`src/rtl/status_flag_ctrl_pkg.sv`:
```
// Shared definitions for the NZCV status/condition scheduling block:
// condition-code encodings, flag bit positions and the default writer depth.
package status_flag_ctrl_pkg;

  localparam int DEFAULT_PIPE_DEPTH = 2;

  localparam int FLAG_N = 3;
  localparam int FLAG_Z = 2;
  localparam int FLAG_C = 1;
  localparam int FLAG_V = 0;

  localparam logic [3:0] COND_EQ = 4'b0000;
  localparam logic [3:0] COND_NE = 4'b0001;
  localparam logic [3:0] COND_CS = 4'b0010;
  localparam logic [3:0] COND_CC = 4'b0011;
  localparam logic [3:0] COND_MI = 4'b0100;
  localparam logic [3:0] COND_PL = 4'b0101;
  localparam logic [3:0] COND_VS = 4'b0110;
  localparam logic [3:0] COND_VC = 4'b0111;
  localparam logic [3:0] COND_HI = 4'b1000;
  localparam logic [3:0] COND_LS = 4'b1001;
  localparam logic [3:0] COND_GE = 4'b1010;
  localparam logic [3:0] COND_LT = 4'b1011;
  localparam logic [3:0] COND_GT = 4'b1100;
  localparam logic [3:0] COND_LE = 4'b1101;
  localparam logic [3:0] COND_AL = 4'b1110;
  localparam logic [3:0] COND_NV = 4'b1111;

  // AL and NV never read the flags, so they never wait on a flag writer.
  function automatic logic cond_is_always(input logic [3:0] cond);
    return (cond == COND_AL) || (cond == COND_NV);
  endfunction

endpackage

```
`src/rtl/status_flag_ctrl_cond_eval.sv`:
```
// Combinational condition-code evaluator: decides whether a 4-bit condition
// holds for a given {N,Z,C,V} flag set.
module status_flag_ctrl_cond_eval
  import status_flag_ctrl_pkg::*;
(
  input  logic [3:0] cond,
  input  logic [3:0] flags,
  output logic       pass
);

  logic n, z, c, v;

  assign n = flags[FLAG_N];
  assign z = flags[FLAG_Z];
  assign c = flags[FLAG_C];
  assign v = flags[FLAG_V];

  always_comb begin
    pass = 1'b1;
    case (cond)
      COND_EQ: pass = z;
      COND_NE: pass = ~z;
      COND_CS: pass = c;
      COND_CC: pass = ~c;
      COND_MI: pass = n;
      COND_PL: pass = ~n;
      COND_VS: pass = v;
      COND_VC: pass = ~v;
      COND_HI: pass = c & ~z;
      COND_LS: pass = ~c | z;
      COND_GE: pass = (n == v);
      COND_LT: pass = (n != v);
      COND_GT: pass = ~z & (n == v);
      COND_LE: pass = z | (n != v);
      default: pass = 1'b1;
    endcase
  end

endmodule

```
`src/rtl/status_flag_ctrl.sv`:
```
// Architectural NZCV register plus ID-stage scheduling of conditional
// instructions against in-flight flag writers, with EXE flag bypass.
module status_flag_ctrl
  import status_flag_ctrl_pkg::*;
#(
  parameter int PIPE_DEPTH = DEFAULT_PIPE_DEPTH
) (
  input  logic       clk,
  input  logic       rst,
  input  logic       idValid,
  input  logic [3:0] idCond,
  input  logic       idSetFlags,
  input  logic       flush,
  input  logic       exeFlagsValid,
  input  logic [3:0] exeNzcv,
  output logic       stall,
  output logic       issue,
  output logic       condPass,
  output logic [3:0] nzcv,
  output logic       err
);

  localparam int              PW       = $clog2(PIPE_DEPTH + 1);
  localparam logic [PW-1:0]   PEND_MAX = PW'(PIPE_DEPTH);
  localparam logic [PW-1:0]   PEND_ONE = PW'(1);

  logic [PW-1:0] pending_reg, pending_next;
  logic [3:0]    nzcv_reg;
  logic          err_reg, err_next;
  logic [3:0]    eff_flags;
  logic          resolved;
  logic          cond_hazard;
  logic          writer_full;
  logic          inc;

  // Flags just produced in EXE take precedence so a dependent branch needs no bubble.
  assign eff_flags = exeFlagsValid ? exeNzcv : nzcv_reg;

  assign resolved    = (pending_reg == '0) ||
                       ((pending_reg == PEND_ONE) && exeFlagsValid);
  assign cond_hazard = ~cond_is_always(idCond) & ~resolved;
  assign writer_full = idSetFlags & (pending_reg == PEND_MAX) & ~exeFlagsValid;

  assign stall = idValid & ~flush & (cond_hazard | writer_full);
  assign issue = idValid & ~flush & ~stall;
  assign inc   = issue & idSetFlags;

  status_flag_ctrl_cond_eval u_cond_eval (
    .cond  (idCond),
    .flags (eff_flags),
    .pass  (condPass)
  );

  // A writeback with nothing in flight is a protocol slip: flag it, keep count at 0.
  always_comb begin
    pending_next = pending_reg;
    if (flush) begin
      pending_next = '0;
    end else if (inc && !exeFlagsValid) begin
      pending_next = pending_reg + PEND_ONE;
    end else if (!inc && exeFlagsValid && (pending_reg != '0)) begin
      pending_next = pending_reg - PEND_ONE;
    end
  end

  always_comb begin
    err_next = err_reg | (exeFlagsValid & ~flush & (pending_reg == '0));
  end

  always_ff @(posedge clk or negedge rst) begin
    if (!rst) begin
      pending_reg <= '0;
      nzcv_reg    <= 4'b0000;
      err_reg     <= 1'b0;
    end else begin
      pending_reg <= pending_next;
      err_reg     <= err_next;
      if (exeFlagsValid) begin
        nzcv_reg <= exeNzcv;
      end
    end
  end

  assign nzcv = nzcv_reg;
  assign err  = err_reg;

endmodule

```
`config.mk`:
```
export PLATFORM = sky130hd
export DESIGN_NAME = status_flag_ctrl
export DESIGN_NICKNAME = d
export VERILOG_FILES = /design/src/rtl/status_flag_ctrl_pkg.sv /design/src/rtl/status_flag_ctrl_cond_eval.sv /design/src/rtl/status_flag_ctrl.sv
export SDC_FILE = /design/constraint.sdc
export NUM_CORES = 1
export LEC_CHECK = 0
export CAP_MARGIN = 5
export CORE_MARGIN = 3
export CORE_UTILIZATION = 34
export DETAILED_ROUTE_END_ITERATION = 10
export SYNTH_ARGS = -nofsm -noshare
export SYNTH_HDL_FRONTEND = slang
export SYNTH_HIERARCHICAL = 1
export SYNTH_SLANG_ARGS = --single-unit
```
`constraint.sdc`:
```
create_clock -name clk -period 4.4 [get_ports clk]
set_input_delay 0.88 -clock clk [delete_from_list [all_inputs] [get_ports clk]]
set_output_delay 0.88 -clock clk [all_outputs]
set_load 0.01 [all_outputs]
```
==> metrics.cfg, run 1 <==
[final_layout]
most_common_cell_after_layout_fill_and_taps_aside = clkdlybuf4s50_1
drive_gt1_share_pct = 17.6
antenna_cell_count = 0
finish.utilization_pct = 54.4
most-common-layout-cells = 21 x clkdlybuf4s50_1, 7 x dfrtp_1, 6 x inv_1, 4 x mux2_2, 4 x xnor2_1
layout.nets = 103
flip_flop_count_of_the_largest_register_all_copies_and_words_added = 4
filler_cell_count = 166
areaGrowthSynthToFinish_pct = 41.6

[setup_path]
r2r.worst_path.cells = 6
ff2ff_setup_slack_ns = 2.76
reg2reg_from = pending_reg[0]
worstPathArrival_ns = 3.07
timing.critical_path.fanout_max = 5
r2r-end = pending_reg[0]
timing.critical_path.to_type = primary output
worstPathRequired_ns = 3.52
criticalPathCategory = primary input to primary output
worst_setup_path_start_kind = primary input

[timing]
fin_crit_ns = 3.95
final.period_utilization_pct = 89.9
max_freq_ghz = 0.253
drv_slew = 0
final_critical_path_setup_slack_ns = 0.445
hold_viol_final = 0
setup_viol_count_final = 0
final.setup_skew_ns = 0.00181
worst_slew_margin_relative_to_its_limit_pct = 76.5
max_slew.worst_pin.slew_ns = 0.353
fin_setup_tns_ns = 0
grt_setup_unrepaired = no

[grt]
global_route.usage.total_pct = 11.7
grt_busiest_layer = met2
via_count_of_the_first_global_routing_pass = 527
grt_start_max_net_pins = 11
gr-usage-met2_pct = 19.5
groute.layer.met1.usage_pct = 14.3
global_route.usage.met3_pct = 3.37
grt_pass1_wl_um = 2210
grt_antenna_before_repair = 0
grt_remaining_overflow = 0

[worst_hold_path]
hold_class = register to register
min_to = err
worst_hold_path.num_cells = 1
worst_hold_startpoint = err

[power]
static-leakage-power_uw = 0.000344
pwrdens_mw_per_mm2 = 378
total_power_uw = 332
ir_worst_vdd_v = 0.000239

[floorplan]
coreArea_sq_mm = 0.00161
floorplan.initialDensity_pct = 38.4
chipHeight_um = 48.7
die-area_sq_mm = 0.00237
floorplan.rows = 14
num_io_pins = 22
fp.dieW_um = 48.7

[clocking]
insertion_delay_ns = 0.24
clock-root-buffer = clkbuf_4
cts-hold-fix-buffers = 0
cts_buffers = 3
clock_tree_from_tritoncts = built
post_cts_resized = 0
cts.sink_count = 7
htree_levels = 1
clk_pin_slew_worst_paths_ns = 0.05
post-cts-setup-buffers = 0
ctsLongestPathBuffers = 2

[synthesis]
synth_cells = 61
ys_types = 33
synth.area.mux_share_pct = 10.5
post_synthesis_cell_area_sq_um = 619
top_cell_type_by_total_area_after_synthesis = dfrtp_1
ys.warnings.count = 6
synth_compound_area_share_pct = 23.6
yosys_register_bits = 7
synth_top_family_by_area = compound AO/OA/AOI/OAI gates
synth.area.top_cells = dfrtp_1 28%, mux2_2 7.3%, ha_1 6.1%, xnor2_1 5.7%, a2111oi_4 4.4%
synth_top_area_share_pct = 28.3
synthSimpleGateAreaFrac_pct = 19.6
seq_area_frac_synth_pct = 28.3
synth_fa_ha_area_share_pct = 6.06
synth.net_count = 78
synthesis.area_per_instance_sq_um = 10.2
xor_xnor_fraction_of_synth_area_pct = 5.66

[detailed_routing]
drtPass1Iterations = 3
detail_route.iter0.violations = 7
vias = 521
drc = 0
antenna_left = 0
totalWireLength_um = 1360
vias_per_cell = 4.78
avgRoutedWirePerCell_um = 12.4

[outcome]
run_status = finished, final reports clean

[placement]
dpl_worst_slack_ns = 0.435
place.detailed.hpwl_um = 1100
port_buffers = 21
routabilityCongestion = 0.736

[flow_run]
max-cap-violations = 0

## metal layers
metal | up-vias | share of wire, %
li1 | 269 | -
met1 | 236 | 47
met2 | 14 | 48
met3 | 2 | 4.4
met4 | 0 | 0.59
met5 | - | 0
## worst max-delay path: stages
cell             delay (ns)
clkdlybuf4s50_1        0.59
mux2_2                 0.42
xnor2_1                0.21
a22oi_2                0.08
xnor2_1                0.12
a211o_1                0.29
clkdlybuf4s50_1        0.48
## area by class of cell
type                       count  area (sq um)  area share [%]
tap                           24          30.0            3.42
clock buffer                   4          26.3            3.00
sequential                     7           175            20.0
timing repair buffer          22           218            24.8
inverter                       6          22.5            2.57
multi-input combinational     46           405            46.2
## cells in the mapped netlist
| cell type | count |
|---|---|
| dfrtp_1 | 7 |
| inv_1 | 6 |
| mux2_2 | 4 |
| xnor2_1 | 4 |
| ha_1 | 3 |
| nor2b_1 | 3 |
| nor3b_1 | 3 |
| a21oi_1 | 2 |
| mux2i_1 | 2 |
| nand2_1 | 2 |
| nand2b_1 | 2 |
| nor2_1 | 2 |
| a2111oi_4 | 1 |
| a211o_1 | 1 |
| a21o_2 | 1 |
| a21oi_4 | 1 |
| a22o_1 | 1 |
| a22oi_2 | 1 |
| a2bb2oi_1 | 1 |
| a31o_2 | 1 |
| a31oi_1 | 1 |
| a32o_1 | 1 |
| and3b_1 | 1 |
| buf_2 | 1 |
| buf_6 | 1 |
| nand2b_4 | 1 |
| nand3_1 | 1 |
| nand3b_1 | 1 |
| nor3_1 | 1 |
| nor3b_2 | 1 |
| o21ai_0 | 1 |
| o22ai_1 | 1 |
| o32ai_1 | 1 |
## stage by stage
stage | hold slack (ns) | cell area (sq um) | cells
2_1_floorplan | 0.512 | 619 | 61
3_3_place_gp | 0.462 | 851 | 105
3_5_place_dp | 0.467 | 851 | 105
4_1_cts | 0.478 | 877 | 109
5_1_grt | 0.513 | 877 | 109
6_report | 0.474 | 877 | 109
## kinds of logic (layout without fill, tap and decap cells)
group / count (synthesis) / in the layout
AND/OR/NAND/NOR: 18 / 18
AO/OA/AOI/OAI: 15 / 15
buffers and inverters: 8 / 32
flip-flops: 7 / 7
multiplexers: 6 / 6
XOR/XNOR: 4 / 4
adder cells (fa/ha/maj): 3 / 3
## worst max-delay path by stage
| stage | startpoint | end | slack (ns) |
|---|---|---|---|
| 5_1_grt | exeFlagsValid | condPass | 0.37 |
| 3_3_place_gp | exeFlagsValid | condPass | 0.43 |
| 6_report | exeFlagsValid | condPass | 0.45 |
| 3_5_place_dp | exeFlagsValid | condPass | 0.44 |
| 2_1_floorplan | exeFlagsValid | condPass | 1.45 |
| 4_1_cts | exeFlagsValid | condPass | 0.43 |
## power breakdown
| part | switching (uW) | internal [uW] | total (uW) |
|---|---|---|---|
| registers | 8.21 | 77.1 | 85.3 |
| logic | 92.5 | 97.1 | 190 |
| clock network | 22.4 | 34.5 | 56.9 |
| total | 123 | 209 | 332 |
Note: power is estimated with default switching activity, not from simulation.
==> run 2, diff against run 1 <==
--- a/config.mk
+++ b/config.mk
@@ -6,9 +6,13 @@
 export NUM_CORES = 1
 export LEC_CHECK = 0
 export CAP_MARGIN = 5
+export CELL_PAD_IN_SITES_DETAIL_PLACEMENT = 1
+export CELL_PAD_IN_SITES_GLOBAL_PLACEMENT = 2
 export CORE_MARGIN = 3
 export CORE_UTILIZATION = 34
 export DETAILED_ROUTE_END_ITERATION = 10
+export DONT_BUFFER_PORTS = 1
+export PLACE_DENSITY_LB_ADDON = 0.1
 export SYNTH_ARGS = -nofsm -noshare
 export SYNTH_HDL_FRONTEND = slang
 export SYNTH_HIERARCHICAL = 1
==> metrics.cfg, run 2 (synthesized netlist as in run 1, its figures left out) <==
[detailed_routing]
vias = 458
totalWireLength_um = 1280
avgRoutedWirePerCell_um = 14.7
detail_route.iter0.violations = 1
antenna_left = 0
drtPass1Iterations = 2
vias_per_cell = 5.26
drc = 0

[setup_path]
r2r.worst_path.cells = 6
ff2ff_setup_slack_ns = 2.73
worstPathRequired_ns = 3.52
reg2reg_from = pending_reg[0]
worst_setup_path_start_kind = primary input
criticalPathCategory = primary input to primary output
timing.critical_path.fanout_max = 9
r2r-end = pending_reg[1]
worstPathArrival_ns = 2.00
timing.critical_path.to_type = primary output

[grt]
via_count_of_the_first_global_routing_pass = 479
grt_antenna_before_repair = 0
global_route.usage.total_pct = 12.5
grt_pass1_wl_um = 2190
grt_remaining_overflow = 0
grt_start_max_net_pins = 11

[final_layout]
layout.nets = 81
multi_input_comb_area_sq_um = 405
flip_flop_count_of_the_largest_register_all_copies_and_words_added = 4
seq_area_sq_um = 175
most_common_cell_after_layout_fill_and_taps_aside = dfrtp_1
most-common-layout-cells = 7 x dfrtp_1, 6 x inv_1, 4 x mux2_2, 4 x xnor2_1
antenna_cell_count = 0
drive_gt1_share_pct = 22.2
areaGrowthSynthToFinish_pct = 6.46
filler_cell_count = 196

[worst_hold_path]
hold_class = primary input to async pin

[clocking]
insertion_delay_ns = 0.26
ctsLongestPathBuffers = 2
post-cts-setup-buffers = 0
htree_levels = 1
clock-root-buffer = clkbuf_4
cts_buffers = 3
cts.sink_count = 7
clock_tree_from_tritoncts = built
cts-hold-fix-buffers = 0
clk_pin_slew_worst_paths_ns = 0.06
post_cts_resized = 0

[power]
pwr-share-comb_pct = 50.7
static-leakage-power_uw = 0.000257
pwrdens_mw_per_mm2 = 454
p_seq_share_pct = 29.6
power.switching_fraction_pct = 38.7
ir_worst_vdd_v = 0.000223
clockPowerShare_pct = 19.8
internal_power_uw = 184
switchingPower_uw = 116

[timing]
fin_setup_tns_ns = 0
fin_crit_ns = 2.88
final.setup_skew_ns = 0.000190
setup_viol_count_final = 0
max_slew.worst_pin.slew_ns = 0.359
drv_slew = 0
fin_hold_ws_ns = 0.310
hold_viol_final = 0
max_freq_ghz = 0.347
grt_setup_unrepaired = no
worst_slew_margin_relative_to_its_limit_pct = 76.1
final.period_utilization_pct = 65.5

[placement]
place.detailed.hpwl_um = 1070
port_buffers = 0
routabilityCongestion = 0.635

[flow_run]
max-cap-violations = 0

[floorplan]
fp.dieW_um = 48.7
chipHeight_um = 48.7
coreArea_sq_mm = 0.00161
floorplan.initialDensity_pct = 38.4
num_io_pins = 22
die-area_sq_mm = 0.00237
floorplan.rows = 14

[outcome]
run_status = finished, final reports clean

==> run 2: per-stage QoR <==
stage                     worst slack (ns)  instance area (sq um)  std cells  utilization (%)  power [uW]
after floorplan                       1.45                    619         61                -         224
after detailed placement              1.50                    633         83             39.3         245
after global placement                1.51                    633         83             39.3         243
final                                 1.52                    659         87             40.9         299
after CTS                             1.50                    659         87             40.9         307
after global routing                  1.45                    659         87             40.9         329
==> run 2: worst max path at each step <==
| stage | endpoint | slack, ns | from |
|---|---|---|---|
| after global routing | condPass | 1.45 | exeFlagsValid |
| after CTS | condPass | 1.50 | exeFlagsValid |
| after floorplan | condPass | 1.45 | exeFlagsValid |
| after global placement | condPass | 1.51 | exeFlagsValid |
| final | condPass | 1.52 | exeFlagsValid |
| after detailed placement | condPass | 1.50 | exeFlagsValid |
==> run 2: metal layers <==
layer	vias up	part of all wire, %	global-route usage [%]	routed length (um)
li1	224	-	-	-
met3	5	7.0	4.60	89
met1	214	48	15.7	620
met5	-	0	0	0
met2	15	41	16.1	522
met4	0	3.6	11.4	46
==> run 2: final cells by class <==
type,count,share of cell area (%)
inverter,6,3.42
sequential,7,26.6
multi-input combinational,46,61.5
clock buffer,4,3.98
tap,24,4.55
==> run 2: power groups by stage <==
| stage | Sequential, uW | Combinational [uW] | Clock (uW) |
|---|---|---|---|
| CTS | 89.0 | 155 | 63.5 |
| global route | 90.3 | 169 | 69.1 |
| global placement | 90.5 | 152 | 0 |
| floorplan | 86.8 | 137 | 0 |
| finish | 88.6 | 152 | 59.2 |
| detailed placement | 90.1 | 155 | 0 |
==> run 2: worst max-delay path, cell delays in order <==
cell and delay (ns):
mux2_2 0.37, xnor2_1 0.21, a22oi_2 0.08, xnor2_1 0.13, a211o_1 0.33
==> RTL edit: new RTL, flow settings as in run 2 <==
Register the output `err` once more, cleared by the reset; this adds one clock of latency there. The other outputs are not delayed to match.
--- a/src/rtl/status_flag_ctrl.sv
+++ b/src/rtl/status_flag_ctrl.sv
@@ -83,5 +83,11 @@
 
   assign nzcv = nzcv_reg;
-  assign err  = err_reg;
+  always_ff @(posedge clk or negedge rst) begin
+    if (!rst) begin
+      err <= '0;
+    end else begin
+      err <= err_reg;
+    end
+  end
 
 endmodule
Function: changed (Yosys sat finds a counterexample within 4 cycles, from zero or initial values and one cycle with rst low).
==> RTL edit against run 2 <==
  * Area after synthesis up 4.0%
  * Routed wire length rose by 1.3%
  * Power rose by 0.68%
  * Die area is 3.5% higher
  * Setup slack got worse by 14 ps
  * Sequential power is 9.9% higher
  * Highest routed layer is now met3
  * Final area is 3.4% higher
  * Utilization shrank 2.3 points
  * Clock skew increased by 6.6 ps
  * Sequential share of layout area is 2.8 points higher
  * Register-to-register slack gained 40 ps
  * Sequential cell count grew 1
==> RTL edit: results <==
cells_and_area:
  multi_input_cells: 46
  clk_share: 0.0330
  area_delta_synth_final_pct: 5.83
  sh_seq_area: 0.294
  nets: 82
  num-fill-cells: 213
power:
  clock_net_power_uw: 52.6
  switchingPower_uw: 113
  seq_power_uw: 97.4
  cellLeakagePower_uw: 0.000264
  ir_drop_uv: 208
timing:
  skew_ps: 6.79
  relSlewSlack: 0.762
logic_synthesis:
  syn-num-nets: 79
  yosysSeqAreaShare: 0.311
  synthAdderAreaFrac: 0.0583
  synthMuxAreaShare: 0.101
  synth_compound_area_frac: 0.227
  ys_top_cells_by_area: "dfrtp_1, mux2_2, ha_1, xnor2_1, a2111oi_4"
  synthTopCellsByCount: "dfrtp_1, inv_1, mux2_2, xnor2_1"
  synthXorXnorAreaFrac: 0.0544
outcome:
  status: "finished, final reports clean"
critical_path:
  arrival_ps: 2020
drt:
  dr.first_iter.drc_count: 3
  firstDrtPassIters: 3
  routed_wl_um: 1300
placement:
  placed_area_um2: 659
  gp_congestion: 0.676
  dpl.hpwl_um: 1090
grt:
  grt_pass1_wl_um: 2280
  grt_util_all_layers: 0.124
  grt_pass1_vias: 493
worst_hold_path:
  min_path_type: "in -> async"
[RTL edit: kinds of logic (layout without fill, tap and decap cells)]
| family | count (synthesis) | after routing |
|---|---|---|
| buffers and inverters | 8 | 9 |
| xor gates and xnor gates | 4 | 4 |
| muxes | 6 | 6 |
| adders and majority gates | 3 | 3 |
| AOI/OAI and AO/OA | 15 | 15 |
| DFF | 8 | 8 |
| and+or+nand+nor | 18 | 18 |
[RTL edit: stage by stage]
| step | hold slack [ps] | worst slack (ps) | utilization | power [uW] | std cells |
|---|---|---|---|---|---|
| 6_report | 324 | 1500 | 0.387 | 301 | 88 |
| 3_5_place_dp | 368 | 1510 | 0.374 | 252 | 85 |
| 2_1_floorplan | 355 | 1450 | - | 233 | 62 |
| 4_1_cts | 309 | 1500 | 0.387 | 309 | 88 |
| 3_3_place_gp | 369 | 1500 | 0.374 | 251 | 85 |
| 5_1_grt | 297 | 1480 | 0.387 | 331 | 88 |
[RTL edit: worst max-delay path, cell delays in order]
cell and delay [ps]:
mux2_2 340, nor2b_1 150, a22oi_2 190, xnor2_1 100, a211o_1 340
[RTL edit: layer usage]
| metal | up-vias | part of all wire | global-route usage |
|---|---|---|---|
| met5 | - | 0 | 0 |
| met4 | 0 | 0 | 0.0276 |
| met3 | 0 | 0.12 | 0.0846 |
| met2 | 18 | 0.41 | 0.176 |
| met1 | 210 | 0.47 | 0.153 |
| li1 | 226 | - | - |
[RTL edit: final timing paths]
path                                  end           start  slack (ps)  depth (start not counted)
max in group asynchronous         nzcv[1]             rst        4000                          0
max                              condPass   exeFlagsValid        1500                          5
max reg2reg                pending_reg[1]  pending_reg[0]        2770                          6
min in group clk                      err         err_reg         380                          0
min                               err_reg             rst         320                          0
min reg2reg                           err         err_reg         380                          0
